`src/rtl/histogram_controller.sv`:
```
// histogram_controller: sequences one histogram pass on the gray-level
// histogram RAM (clear sweep, frame accumulation, drain, ordered readout).
// Build option: define HISTCTRL_CDF_EN to stream a running cumulative sum
// on oBinData instead of the raw bin count.
//
// RAM timing assumed: address registered one cycle after it is presented,
// clear applies to that registered address, read data returns two cycles
// after the address, and an increment lands two cycles after oHistInc.
//
// Handshake: no backpressure anywhere. iStart/iFrameEnd are single-cycle
// pulses; oBinValid qualifies oBinAddr/oBinData for exactly one cycle per
// bin and the consumer must accept every valid cycle.
module histogram_controller #(
    parameter int DATA_WIDTH = 20,
    parameter int ADDR_WIDTH = 8,
    parameter int SUM_WIDTH  = 28
) (
    input  logic                  iClk,
    input  logic                  iRst_n,
    input  logic                  iStart,
    input  logic                  iPixValid,
    input  logic [ADDR_WIDTH-1:0] iPixGray,
    input  logic                  iFrameEnd,
    output logic [ADDR_WIDTH-1:0] oHistGray,
    output logic                  oHistInc,
    output logic                  oHistClear,
    input  logic [DATA_WIDTH-1:0] iHistData,
    output logic                  oBinValid,
    output logic [ADDR_WIDTH-1:0] oBinAddr,
    output logic [SUM_WIDTH-1:0]  oBinData,
    output logic                  oBusy,
    output logic                  oDone,
    output logic [2:0]            oDbgState
);

    typedef enum logic [2:0] {
        IDLE  = 3'd0,
        CLEAR = 3'd1,
        ACCUM = 3'd2,
        DRAIN = 3'd3,
        READ  = 3'd4,
        DONE  = 3'd5
    } stateT;

    localparam logic [ADDR_WIDTH-1:0] LAST_ADDR = '1;

    stateT                 state;
    logic [1:0]            drainCnt;
    logic                  rdIssue;     // oHistGray currently carries a read address
    logic                  rdVld0;
    logic                  rdVld1;
    logic [ADDR_WIDTH-1:0] rdAddr0;
    logic [ADDR_WIDTH-1:0] rdAddr1;
    logic [SUM_WIDTH-1:0]  binValue;

    assign oDbgState = state;

    // Pass sequencer: owns the RAM address, clear/increment strobes and status.
    always_ff @(posedge iClk or negedge iRst_n) begin
        if (!iRst_n) begin
            state      <= IDLE;
            oHistGray  <= '0;
            oHistInc   <= 1'b0;
            oHistClear <= 1'b0;
            oBusy      <= 1'b0;
            oDone      <= 1'b0;
            drainCnt   <= 2'd0;
            rdIssue    <= 1'b0;
        end else begin
            case (state)
                IDLE: begin
                    oHistInc   <= 1'b0;
                    oHistClear <= 1'b0;
                    oDone      <= 1'b0;
                    if (iStart) begin
                        state     <= CLEAR;
                        oHistGray <= '0;
                        oBusy     <= 1'b1;
                    end
                end
                CLEAR: begin
                    // Clear trails its address by one cycle, so it stays high
                    // for the first ACCUM cycle to cover the last address.
                    oHistClear <= 1'b1;
                    oHistInc   <= 1'b0;
                    if (oHistGray == LAST_ADDR) begin
                        state <= ACCUM;
                    end else begin
                        oHistGray <= oHistGray + 1'b1;
                    end
                end
                ACCUM: begin
                    oHistClear <= 1'b0;
                    oHistGray  <= iPixGray;
                    oHistInc   <= iPixValid;
                    if (iFrameEnd) begin
                        state    <= DRAIN;
                        drainCnt <= 2'd0;
                    end
                end
                DRAIN: begin
                    // Three idle cycles let the last increments retire in the RAM.
                    oHistInc <= 1'b0;
                    if (drainCnt == 2'd2) begin
                        state     <= READ;
                        oHistGray <= '0;
                        rdIssue   <= 1'b1;
                    end else begin
                        drainCnt <= drainCnt + 2'd1;
                    end
                end
                READ: begin
                    if (rdIssue) begin
                        if (oHistGray == LAST_ADDR) begin
                            rdIssue <= 1'b0;
                        end else begin
                            oHistGray <= oHistGray + 1'b1;
                        end
                    end
                    if (oBinValid && (oBinAddr == LAST_ADDR)) begin
                        state <= DONE;
                        oDone <= 1'b1;
                    end
                end
                DONE: begin
                    oDone <= 1'b0;
                    oBusy <= 1'b0;
                    state <= IDLE;
                end
                default: begin
                    state <= IDLE;
                    oBusy <= 1'b0;
                end
            endcase
        end
    end

`ifdef HISTCTRL_CDF_EN
    logic [SUM_WIDTH-1:0] cdfSum;

    // Running sum of the bins already streamed; zero outside READ.
    always_ff @(posedge iClk or negedge iRst_n) begin
        if (!iRst_n) begin
            cdfSum <= '0;
        end else if (state != READ) begin
            cdfSum <= '0;
        end else if (rdVld1) begin
            cdfSum <= cdfSum + SUM_WIDTH'(iHistData);
        end
    end

    assign binValue = cdfSum + SUM_WIDTH'(iHistData);
`else
    assign binValue = SUM_WIDTH'(iHistData);
`endif

    // Two-stage shadow of read valid/address, aligned with RAM read latency.
    always_ff @(posedge iClk or negedge iRst_n) begin
        if (!iRst_n) begin
            rdVld0    <= 1'b0;
            rdVld1    <= 1'b0;
            rdAddr0   <= '0;
            rdAddr1   <= '0;
            oBinValid <= 1'b0;
            oBinAddr  <= '0;
            oBinData  <= '0;
        end else begin
            rdVld0    <= rdIssue;
            rdAddr0   <= oHistGray;
            rdVld1    <= rdVld0;
            rdAddr1   <= rdAddr0;
            oBinValid <= rdVld1;
            if (rdVld1) begin
                oBinAddr <= rdAddr1;
                oBinData <= binValue;
            end
        end
    end

endmodule
```
`config.mk`:
```
export PLATFORM = sky130hd
export DESIGN_NAME = histogram_controller
export DESIGN_NICKNAME = d
export VERILOG_FILES = /design/src/rtl/histogram_controller.sv
export SDC_FILE = /design/constraint.sdc
export NUM_CORES = 1
export LEC_CHECK = 0
export ABC_AREA = 1
export ABC_CLOCK_PERIOD_IN_PS = 1400
export CAP_MARGIN = 20
export CORE_ASPECT_RATIO = 1.4
export CORE_UTILIZATION = 42
export CTS_CLUSTER_SIZE = 28
export DETAILED_ROUTE_END_ITERATION = 7
export PLACE_DENSITY = 0.87
export REMOVE_ABC_BUFFERS = 1
export SYNTH_ARGS = -nofsm -noshare
export SYNTH_HDL_FRONTEND = slang
export SYNTH_SLANG_ARGS = --single-unit
```
`constraint.sdc`:
```
create_clock -name iClk -period 1.4 [get_ports iClk]
set_input_delay 0.21 -clock iClk [delete_from_list [all_inputs] [get_ports iClk]]
set_output_delay 0.21 -clock iClk [all_outputs]
set_load 0.02 [all_outputs]
```
## After elaboration in Yosys (flattened, before gate mapping)

Index checks and enable logic that the tools add are counted.

- Multiplexer cells: 24
- Add/sub/neg operators: 2
- Bitwise operators: 1
- Equality and inequality tests: 15
- Reduce and logical (&&, ||, !) cells: 18

Operators by type and width:

| operator | count |
|---|---|
| $pmux W8 S5 | 1 |
| $mux W8 | 4 |
| $eq A8 B8 Y1 const B | 2 |
| $mux W3 | 5 |
| $pmux W3 S5 | 1 |
| $ne A2 B2 Y1 const B | 7 |
| $pmux W1 S2 | 5 |
| $reduce_bool A2 Y1 | 5 |
| $add A8 B1 Y8 const B | 1 |
| $eq A3 B2 Y1 const B | 2 |
| $eq A3 B3 Y1 const B | 2 |
| $reduce_and A2 Y1 | 3 |
| $mux W1 | 5 |
| $reduce_and A5 Y1 | 1 |
| $reduce_bool A5 Y1 | 1 |
| $mux W2 | 2 |
| $pmux W2 S2 | 1 |
| $reduce_and A4 Y1 | 1 |
| $reduce_or A2 Y1 | 2 |
| $reduce_or A4 Y1 | 1 |
| $eq A3 B1 Y1 const B | 1 |
| $logic_not A3 Y1 | 1 |
| $reduce_and A3 Y1 | 1 |
| $reduce_or A3 Y1 | 1 |
| 4 further kinds | 4 |

- Input port bits: 33
- Logic and storage cells: 75
- Output and inout port bits: 52
- Register bits: 65

## Logic depth before layout (Yosys ltp)

Gate-level depths: netlist of the first run.

- Word-level depth: 4
- Depth in mapped cells: 9
- Mapped depth without buffers: 9

## Worst setup path before layout of the first run

Ideal clock, no wire load.

- Path type: reg2reg
- Start point: register oHistGray[1]
- End point: register oHistGray[5]
- Path buffers: 0
- Setup time: 0.117 ns
- Required time: 1.283 ns
- Slack: -0.082 ns
- Period minus slack after synthesis: 1.482 ns
- Cell stages (with the launch flop): 9
- Arrival: 1.365 ns
- Cells stage by stage: dfrtp_1 > ha_1 > nand2_1 > nor2_2 > nand2_1 > a21oi_2 > nor2_4 > nand2_1 > nand2_1

- Word-level cells in the longest chain between the ends: 4
- Elaborated cells between the ends (all ways): 5
- Those cells by class: 1 x add/sub; 1 x eq/ne; 3 x mux

Ends and longest elaborated chain:

| element | line | RTL |
|---|---|---|
| from (decl) | 24 | `output logic [ADDR_WIDTH-1:0] oHistGray,` |
| from (signal assigned) | 89 | `oHistGray <= oHistGray + 1'b1;` |
| from (signal assigned) | 94 | `oHistGray <= iPixGray;` |
| from (signal assigned) | 117 | `oHistGray <= oHistGray + 1'b1;` |
| $add A8 B1 Y8 / $eq A8 B8 Y1 (equally long branches) | - |  |
| $mux W8 (*) | 86, 114 |  |
| $mux W8 | 113 | `if (rdIssue) begin` |
| $pmux W8 S5 (*) | 70 | `case (state)` |

Mark *: on every way between the ends. The rest lies on a longest branch, timed or not. The select of a mux whose other input is x is not followed.
A chain may end at the register's enable or synchronous reset.

## Final worst setup path of the first run

- Start point: register state[1] (netlist: oDbgState[1])
- End point: register oHistGray[5]

- Word-level cells in the longest chain between the ends: 3
- Elaborated cells between the ends (all ways): 11
- Those cells by class: 7 x eq/ne; 1 x mux; 3 x reduce/logical

Ends and longest elaborated chain:

| element | line | RTL |
|---|---|---|
| from (decl) | 47 | `stateT state;` |
| from (signal assigned) | 61 | `state <= IDLE;` |
| from (signal assigned) | 76 | `state <= CLEAR;` |
| from (signal assigned) | 87 | `state <= ACCUM;` |
| $eq A3 B3 Y1, or another cell as far along | 70 |  |
| $reduce_bool A5 Y1 (no source line) / $ne A2 B2 Y1 (equally long branches) | - |  |
| $reduce_and A4 Y1 (no source line) | - |  |

Several ways; a longest one is shown, not always the timed one.

==> summary.txt, run 1 <==
GRT
  – Overall Global Routing Usage: about 17%
  – Largest net degree at the start of global routing: 66
  – Initial antenna violation count: 0
  – Total global routing overflow: 0
  – Number of global-route vias before repair: 2,081
  – First-pass GRT wire length: between 9000 and 10,000 µm

Synthesis
  – Mean post-synth cell area: 10.9 µm²
  – Warnings, synthesis: 0
  – Yosys top cell area share: about three fifths
  – Mux cell area share after synthesis: between 10% and 20%
  – Synth Cell Area: 0.00273 mm²
  – Xor/xnor share of the synthesized area: 0%
  – Yosys reg bits: between 60 and 70
  – Top-count cell post-synth: nand2_1
  – Synth top cells by count: nand2_1 (75), dfrtp_1 (65), mux2_2 (28)
  – Synth Area in Compound Gates: roughly 3.2%
  – Ranking of synthesized cells by area: dfrtp_1 (60%), mux2_2 (12%), nand2_1 (10%)
  – Number of synthesized flops with an enable pin: 0
  – Yosys cell types: 28
  – Async set or reset register ratio after synthesis: 100%
  – Simple-gate share of the synthesized area: 19.3%
  – Main synth FF type: dfrtp_1
  – Synth Instances: approximately 250
  – Dominant cell type by area after synthesis: dfrtp_1
  – Post-Synth Adder-Cell Area: less than 1%
  – Largest family of logic cells by synthesized area: simple AND/OR/NAND/NOR gates
  – Sequential area share after synthesis: about 60%

Placed design
  – Final HPWL DP: 3780 µm
  – PortBufs: 76
  – Cells after DPL: approximately 400
  – GP Congestion: approximately 0.87
  – Placed inst area: between 0.003 and 0.004 mm²
  – Pre-CTS WS: -0.0492 ns

Worst setup path
  – Bufs and invs on worst path: 2
  – Critical path, cell by cell: inv_2, nand2_2, o21ai_2, buf_4, nand3b_4, nand2_1, nand2_1
  – Crit path max fanout: 8
  – Worst EP required: roughly 1.6 ns
  – WP data arrival: about 1.6 ns
  – Slowest cell on the critical path: dfrtp_2
  – Crit end category: flop
  – Worst path max stage delay: around 0.48 ns
  – Crit Path Class: flop to flop
  – Cell repeated most along the worst path: nand2_1
  – Delay-heaviest family, CP: flip-flops
  – CP Launch Type: flop

CTS
  – CTS Sinks: 65
  – H-Tree Depth: 3
  – TritonCTS Buffers: 9
  – CTS root buffer: clkbuf_8
  – Worst-path clk slew: about 0.080 ns
  – Worst-case clock buffer depth: 2
  – Clock Latency Late Sink: around 0.33 ns
  – CTS tree: yes

STA
  – RSZ-0062 raised after global routing: true
  – Final clock skew: ~0.0094 ns
  – Setup TNS: 0 ns
  – Clock period minus worst slack: between 1 and 1.5 ns
  – Fmax achieved: ~740 MHz
  – Final worst-path cycle share: between 90 and 100%
  – Final WS setup: 0.0516 ns
  – Setup violators final: 0
  – Hold Violations, Final: 0
  – Max-slew violations: 0

Routing
  – Vias per cell: 4.73
  – Drt drc: 0
  – Routed WL: approximately 5300 µm
  – Initial DRC count: a little under 90
  – Vias: about 2,000
  – Post-DRT Antenna Nets: 0
  – Avg WL per Cell: 12.5 µm
  – First-pass DRT Iterations: 4

Final layout
  – Net count, final: between 300 and 400
  – Design Area, Final: about 0.0039 mm²
  – Post-route insts no fill: 427
  – Ant. Diodes: 0
  – Layout cells sized above 1: between 20 and 30%
  – P&R area growth vs syn: 41.7%

Floorplan
  – # IOs: 85
  – Die Height: between 90 and 100 µm
  – Std cell rows: 34
  – Initial core utilization: between 40% and 50%
  – Die area: between 0.006 and 0.007 mm²
  – Chip width: 70.1 µm
  – Core area: 0.00625 mm²

Outcome
  – Status: completed

Power
  – Pwr Density: between 1500 and 2000 mW/mm²
  – Leak Pwr: 1.95 nW
  – Worst VDD drop: roughly 0.74 mV

Job
  – # Max-Cap Violations: 0

Worst hold path
  – HP Class: flop to flop
==> layout by cell type (no fill, tap or decap), types with 2 or more instances in the layout <==
master,count
nand2_1,65
dfrtp_1,61
dlygate4sd2_1,39
clkdlybuf4s50_1,31
mux2_2,28
buf_4,15
nand2_2,13
inv_1,11
nand3_1,11
clkbuf_8,9
conb_1,8
nor2_1,7
inv_2,5
nor2_4,4
a21oi_1,4
dfrtp_2,4
nand2_4,3
nand3_2,3
clkinvlp_4,3
nor2_2,2
nand4_1,2
o21ai_0,2
o21bai_1,2
clkinv_2,2
clkbuf_2,2
clkdlybuf4s15_1,2
buf_12,2
==> per-stage QoR <==
stage               power, mW  utilization (%)  hold slack (ns)
global placement         6.35             58.2            0.248
global route             8.23             61.8            0.353
CTS                      7.71             60.9            0.349
detailed placement       6.46             58.2            0.253
floorplan                4.91                -          -0.0856
finish                   7.72             61.8            0.347
==> layer usage <==
layer | GRT usage (%) | vias to the layer above | wire, µm
li1 | - | 996 | -
met1 | 18.5 | 948 | 2190
met2 | 30.3 | 74 | 2780
met3 | 5.29 | 2 | 336
met4 | 6.00 | 0 | 25
met5 | 0 | - | 0
==> state kept, by name, summed over array words and instances (netlist names), 2 cells and up <==
| register | flops |
|---|---|
| oHistGray | 8 |
| rdAddr1 | 8 |
| oBinAddr | 8 |
| drainCnt | 2 |
| oDbgState | 3 |
| oBinData | 20 |
| rdAddr0 | 8 |
==> report_power, final <==
part           leakage [nW]  internal (mW)  switching [mW]  total, mW
Combinational          1.05           1.39            1.86       3.25
Clock                0.0912          0.817           0.713       1.53
Sequential            0.808           2.54           0.401       2.94
Total                  1.95           4.74            2.98       7.72
==> layout make-up <==
| cell class | count | area (µm²) |
|---|---|---|
| clock buffers | 9 | 124 |
| clock inverters | 7 | 71.3 |
| fillers | 548 | 2390 |
| inverters | 17 | 66.3 |
| multi-input cells | 164 | 1030 |
| flip-flops and latches | 65 | 1630 |
| well taps | 72 | 90.1 |
| repair buffers | 93 | 850 |
==> timing repair <==
item | 4_1_cts | 5_1_grt
pin swaps | 1 | 3
setup buffers | 0 | 3
setup endpoints to repair | 54 | 17
hold buffers | 1 | 0
hold endpoints to repair | 65 | 0
cloned | 0 | 0
resized for setup | 50 | 23
==> logic make-up (layout without fill, tap and decap cells) <==
| kind of cell | Yosys count | count (layout) |
|---|---|---|
| AOI/OAI and AO/OA | 13 | 13 |
| adders and majority gates | 2 | 2 |
| buffers and inverters | 29 | 126 |
| DFF | 65 | 65 |
| muxes | 28 | 28 |
| other | 1 | 8 |
| and+or+nand+nor | 113 | 113 |
==> worst paths after layout <==
| check | depth (start not counted) | slack, ns | to | startpoint |
|---|---|---|---|---|
| worst max register to register | 7 | 0.05 | oHistGray[5] | oDbgState[1] |
| worst max-delay path | 7 | 0.05 | oHistGray[5] | oDbgState[1] |
| max in group asynchronous | 3 | 0.69 | oDbgState[2] | iRst_n |
| worst min register to register | 0 | 0.35 | rdAddr1[3] | rdAddr0[3] |
| min in group asynchronous | 3 | 0.42 | oBinAddr[2] | iRst_n |
| worst min-delay path | 0 | 0.35 | rdAddr1[3] | rdAddr0[3] |
(Power assumes the default switching activity.)
==> inputs of run 2 (changes only) <==
--- a/config.mk
+++ b/config.mk
@@ -9,10 +9,12 @@
 export ABC_CLOCK_PERIOD_IN_PS = 1400
 export CAP_MARGIN = 20
 export CORE_ASPECT_RATIO = 1.4
-export CORE_UTILIZATION = 42
+export CORE_UTILIZATION = 59
+export CTS_BUF_LIST = sky130_fd_sc_hd__clkbuf_2
 export CTS_CLUSTER_SIZE = 28
 export DETAILED_ROUTE_END_ITERATION = 7
-export PLACE_DENSITY = 0.87
+export DONT_BUFFER_PORTS = 1
+export PLACE_DENSITY = 0.89
 export REMOVE_ABC_BUFFERS = 1
 export SYNTH_ARGS = -nofsm -noshare
 export SYNTH_HDL_FRONTEND = slang
==> summary.txt, run 2 (same netlist as run 1, synthesis figures left out) <==
Outcome
  – Violated checks: hold timing, setup timing
  – Status: finished with violations

CTS
  – CTS Sinks: 65 (unchanged)
  – Worst-case clock buffer depth: 2 (unchanged)
  – H-Tree Depth: 3 (unchanged)
  – Cts hold-fix bufs: 31 (+30)
  – CTS tree: yes
  – Clock Latency Late Sink: 0.48 ns (+0.15 ns)
  – CTS root buffer: clkbuf_2
  – TritonCTS Buffers: 9 (unchanged)
  – Worst-path clk slew: 0.17 ns (+0.09 ns)

Worst setup path
  – Bufs and invs on worst path: 2 (unchanged)
  – Critical path, cell by cell: ha_2, nand2_2, buf_4, buf_4, o21bai_1, nand3b_1, nand2_1, nand2_1, nand2_1
  – RR Endpoint: oHistGray[4]
  – Worst EP required: 1.84 ns (+0.22 ns)
  – WP data arrival: 1.87 ns (+0.30 ns)
  – Cell repeated most along the worst path: nand2_1
  – Crit end category: flop
  – Reg2Reg Setup Slack: -0.03 ns (-0.08 ns)
  – Reg2reg start: oHistGray[1]
  – Cells on worst reg2reg path: 9 (+2)
  – Slowest cell on the critical path: dfrtp_1
  – Delay-heaviest family, CP: flip-flops
  – Worst path max stage delay: 0.40 ns (-0.08 ns)
  – Crit Path Class: flop to flop
  – CP Launch Type: flop
  – Crit path max fanout: 2 (-6)

Routing
  – Vias: 1,997 (-1.1%)
  – Vias per cell: 5.24 (+11%)
  – First-pass DRT Iterations: 4 (unchanged)
  – Initial DRC count: 53 (-39%)
  – Routed WL: 6140 µm (+15%)
  – Drt drc: 0 (unchanged)
  – Post-DRT Antenna Nets: 0 (unchanged)
  – Avg WL per Cell: 16.1 µm (+29%)

Placed design
  – Final HPWL DP: 3520 µm (-7.0%)
  – GP Congestion: 0.800 (-8.3%)
  – PortBufs: 0 (-100%)

Floorplan
  – Initial core utilization: 62.8% (+19 points)
  – Chip width: 59.5 µm (-15%)
  – Die area: 0.00490 mm² (-28%)
  – # IOs: 85 (unchanged)
  – Std cell rows: 28 (-18%)
  – Die Height: 82.5 µm (-15%)
  – Core area: 0.00434 mm² (-31%)

Power
  – Worst VDD drop: 1.19 mV (+60%)
  – Pwr Density: 2060 mW/mm² (+3.0%)
  – Leak Pwr: 1.75 nW (-11%)
  – Power after layout: 7.19 mW (-6.9%)

STA
  – Final WS setup: -0.0307 ns (-0.0823 ns)
  – Fmax achieved: 699 MHz (-5.8%)
  – WHS: -0.611 ns (-0.958 ns)
  – Max-slew violations: 0 (unchanged)
  – Final worst-path cycle share: 102% (+5.9 points)
  – RSZ-0062 raised after global routing: true
  – Setup violators final: 4 (+4)
  – Hold Violations, Final: 65 (+65)
  – Final clock skew: 0.0217 ns (+0.0123 ns)
  – Clock period minus worst slack: 1.43 ns (+0.0823 ns)

Final layout
  – Commonest non-fill, non-tap cells in the layout: nand2_1 (65), dfrtp_1 (61), dlygate4sd3_1 (31), mux2_2 (28), buf_4 (25)
  – Net count, final: 351 (-8.8%)
  – Largest Register: oBinData
  – Layout cells sized above 1: 35.6% (+6.3 points)
  – P&R area growth vs syn: 28.2%
  – Max FFs per register: 20 (unchanged)
  – Commonest non-fill, non-tap cell in the layout: nand2_1

GRT
  – Largest net degree at the start of global routing: 66 (unchanged)
  – First-pass GRT wire length: 9220 µm (+2.1%)
  – Number of global-route vias before repair: 2,058 (-1.1%)
  – Overall Global Routing Usage: 26.8% (+9.9 points)
  – Initial antenna violation count: 1 (+1)
  – Total global routing overflow: 0 (unchanged)

Job
  – # Max-Cap Violations: 0 (unchanged)

Worst hold path
  – HP Class: input pin to async pin
## run 2: cell types whose count changed in the layout (fill, tap and decap cells not counted), sizes merged
cell,previous run,this run
clkinvlp,3,0
bufinv,1,2
buf,18,28
clkinv,3,2
diode,0,1
clkdlybuf4s50,31,0
clkdlybuf4s15,2,0
dlygate4sd3,1,31
dlygate4sd2,39,0
## run 2: final cells by class
type / count / area, µm²
flip-flops and latches: 65 / 1630
multi-input cells: 164 / 1070
fillers: 280 / 847
repair buffers: 59 / 532
well taps: 60 / 75.1
clock inverters: 4 / 68.8
inverters: 17 / 66.3
clock buffers: 11 / 55.1
diodes: 1 / 2.50
## run 2: what timing repair did
| item | 4_1_cts | 5_1_grt |
|---|---|---|
| buffers inserted | 1 | 2 |
| endpoints found under the setup margin | 12 | 16 |
| hold endpoints to repair | 97 | 65 |
| resized for setup | 5 | 27 |
| pin swaps | 1 | 12 |
## run 2: per-layer routing
| layer | GRT usage (%) | share of wire, % |
|---|---|---|
| met4 | 11.7 | 1.9 |
| met5 | 0 | 0 |
| met1 | 26.7 | 37 |
| met3 | 8.41 | 5.9 |
| met2 | 50.0 | 55 |
## run 2: stage by stage
stage	instances	worst slack (ns)	cell area, µm²	utilization (%)	TNS [ns]
2_1_floorplan	246	-0.0822	2670	-	-0.745
3_3_place_gp	331	0.0729	2940	67.6	0
3_5_place_dp	331	0.0104	2940	67.6	0
4_1_cts	378	0.00330	3390	78.0	0
5_1_grt	381	-0.154	3500	80.5	-0.845
6_report	381	-0.0307	3500	80.5	-0.0697
## run 2: worst max-delay path by stage
stage,start,end,depth (start not counted)
2_1_floorplan,oHistGray[1],oHistGray[5],8
3_3_place_gp,oHistGray[0],oHistGray[6],9
3_5_place_dp,oHistGray[0],oHistGray[6],9
4_1_cts,oDbgState[2],oDbgState[2],1
5_1_grt,oHistGray[1],oHistGray[4],9
6_report,oHistGray[1],oHistGray[4],9
## run 2: report_power, final
group	switching (mW)	internal [mW]	total [mW]
clock	0.636	0.590	1.23
combinational	1.59	1.15	2.74
sequential	0.696	2.53	3.23
total	2.92	4.27	7.19
==> inputs of run 3 (changes only) <==
--- a/config.mk
+++ b/config.mk
@@ -14,7 +14,8 @@
 export CTS_CLUSTER_SIZE = 28
 export DETAILED_ROUTE_END_ITERATION = 7
 export DONT_BUFFER_PORTS = 1
-export PLACE_DENSITY = 0.89
+export PLACE_DENSITY_LB_ADDON = 0.1
+export RECOVER_POWER = 50
 export REMOVE_ABC_BUFFERS = 1
 export SYNTH_ARGS = -nofsm -noshare
 export SYNTH_HDL_FRONTEND = slang
==> summary.txt, run 3 (same netlist as run 1, synthesis figures left out) <==
Floorplan
  – Die area: 0.00490 mm² (unchanged)
  – Std cell rows: 28 (unchanged)
  – Chip width: 59.5 µm (unchanged)
  – Core area: 0.00434 mm² (unchanged)
  – Die Height: 82.5 µm (unchanged)
  – # IOs: 85 (unchanged)
  – Initial core utilization: 62.8% (unchanged)

GRT
  – Total global routing overflow: 0 (unchanged)
  – Initial antenna violation count: 0 (-1)
  – First-pass GRT wire length: 8310 µm (-9.8%)
  – Largest net degree at the start of global routing: 66 (unchanged)
  – Overall Global Routing Usage: 23.9% (-2.9 points)
  – Number of global-route vias before repair: 1,937 (-5.9%)

Final layout
  – Reg area: 0.00163 mm² (unchanged)
  – Ant. Diodes: 0 (-1)
  – Max FFs per register: 20 (unchanged)
  – Commonest non-fill, non-tap cells in the layout: nand2_1 (70), dfrtp_1 (61), dlygate4sd3_1 (31), mux2_2 (28), buf_4 (26)
  – Commonest non-fill, non-tap cell in the layout: nand2_1
  – Fillcell total: 259 (-7.5%)
  – Net count, final: 356 (+1.4%)
  – P&R area growth vs syn: 30.8%
  – Layout cells sized above 1: 33.4% (-2.2 points)
  – Multi-input logic area: 0.00106 mm² (-0.35%)
  – Post-route insts no fill: 386 (+1.3%)
  – Largest Register: oBinData

Routing
  – First-pass DRT Iterations: 4 (unchanged)
  – Initial DRC count: 71 (+34%)
  – Routed wl met3: 352 µm (-2.2%)
  – Post-DRT Antenna Nets: 0 (unchanged)
  – DR WL met2: 3160 µm (-6.4%)
  – Vias per cell: 5.12 (-2.3%)
  – Avg WL per Cell: 14.7 µm (-8.7%)
  – Drt drc: 0 (unchanged)
  – Metal1 wirelength: 2100 µm (-8.1%)
  – Routed WL: 5680 µm (-7.5%)
  – Max layer used: met4
  – Vias: 1,976 (-1.1%)

CTS
  – CTS tree: yes
  – CTS root buffer: clkbuf_2
  – CTS Sinks: 65 (unchanged)
  – Cts hold-fix bufs: 31 (unchanged)
  – Worst-case clock buffer depth: 2 (unchanged)
  – Clock Latency Late Sink: 0.50 ns (+0.02 ns)
  – TritonCTS Buffers: 9 (unchanged)
  – H-Tree Depth: 3 (unchanged)
  – Worst-path clk slew: 0.20 ns (+0.03 ns)

STA
  – Final worst-path cycle share: 99.5% (-2.7 points)
  – Max-slew violations: 0 (unchanged)
  – Clock period minus worst slack: 1.39 ns (-0.0381 ns)
  – Hold Violations, Final: 65 (unchanged)
  – RSZ-0062 raised after global routing: true
  – Setup violators final: 0 (-4)
  – WHS: -0.643 ns (-0.0315 ns)
  – Fmax achieved: 718 MHz (+2.7%)
  – Final clock skew: 0.0273 ns (+0.00558 ns)

Worst setup path
  – Worst EP required: 1.80 ns (-0.04 ns)
  – CP Launch Type: flop
  – Slowest cell on the critical path: dfrtp_2
  – Cell repeated most along the worst path: nand2_1
  – Crit end category: flop
  – Worst path max stage delay: 0.48 ns (+0.08 ns)
  – Critical path, cell by cell: inv_2, buf_4, nand3_4, nand2_8, nand2_4, nand3b_4, nand2_1, nand2_1
  – Crit path max fanout: 9 (+7)
  – WP data arrival: 1.79 ns (-0.08 ns)
  – Reg2Reg Setup Slack: 0.007 ns (+0.04 ns)
  – Crit Path Class: flop to flop

Outcome
  – Violated checks: hold timing
  – Status: finished with violations

Placed design
  – PortBufs: 0 (unchanged)
  – GP Congestion: 0.856 (+7.0%)
  – Cells after DPL: 331 (unchanged)
  – Final HPWL DP: 3350 µm (-4.6%)

Worst hold path
  – HP Class: input pin to async pin

Power
  – Worst VDD drop: 1.41 mV (+18%)
  – Power after layout: 7.44 mW (+3.5%)
  – Leak Pwr: 1.77 nW (+1.5%)
  – Pwr Density: 2090 mW/mm² (+1.4%)

Job
  – # Max-Cap Violations: 0 (unchanged)
run 3: worst paths after layout:
| path | cells past startpoint | endpoint | from |
|---|---|---|---|
| hold reg to reg | 0 | rdAddr1[2] | rdAddr0[2] |
| min in group iClk | 0 | rdAddr1[2] | rdAddr0[2] |
| max in group asynchronous | 0 | oBinAddr[3] | iRst_n |
| setup reg to reg | 8 | oHistGray[7] | oDbgState[1] |
| setup / recovery | 8 | oHistGray[7] | oDbgState[1] |
| hold / removal | 0 | oBinData[6] | iRst_n |
run 3: layer usage:
layer | global-route usage (%) | up-vias
li1 | - | 935
met1 | 26.5 | 953
met2 | 41.6 | 79
met3 | 6.07 | 9
met4 | 12.6 | 0
met5 | 0 | -
run 3: area by class of cell:
type / instances / share of cell area (%)
Timing Repair Buffer: 64 / 16.7
Multi-Input combinational cell: 164 / 29.8
Clock inverter: 7 / 2.63
Inverter: 17 / 1.86
Sequential cell: 65 / 45.7
Clock buffer: 9 / 1.26
Tap cell: 60 / 2.10
run 3: power breakdown:
| part | switching [mW] | internal (mW) | leakage (nW) |
|---|---|---|---|
| combinational | 1.63 | 1.31 | 0.885 |
| sequential | 0.685 | 2.53 | 0.808 |
| clock | 0.700 | 0.590 | 0.0783 |
run 3: what timing repair did:
item / 4_1_cts / 5_1_grt
gates resized for setup: 5 / 21
pin swaps: 0 / 10
setup endpoints to repair: 9 / 16
endpoints found under the hold margin: 99 / 65
buffers inserted: 4 / 4
run 3: metrics by stage:
| stage | area [µm²] | setup TNS (ns) | hold WS (ns) | util [%] | setup slack [ns] |
|---|---|---|---|---|---|
| 6_report | 3570 | 0 | -0.643 | 82.1 | 0.00738 |
| 5_1_grt | 3570 | -0.655 | -0.720 | 82.1 | -0.0725 |
| 4_1_cts | 3440 | 0 | -0.689 | 79.1 | 0.00460 |
| 3_5_place_dp | 2940 | 0 | -0.0843 | 67.6 | 0.0256 |
| 3_3_place_gp | 2940 | 0 | -0.0844 | 67.6 | 0.0685 |
| 2_1_floorplan | 2670 | -0.745 | -0.0856 | - | -0.0822 |
run 3: worst max-delay path, delay by kind of cell, from the launching register on:
| kind | cells | cell delay, ns |
|---|---|---|
| simple gates | 6 | 0.61 |
| buf+inv | 2 | 0.22 |
| flops | 1 | 0.48 |
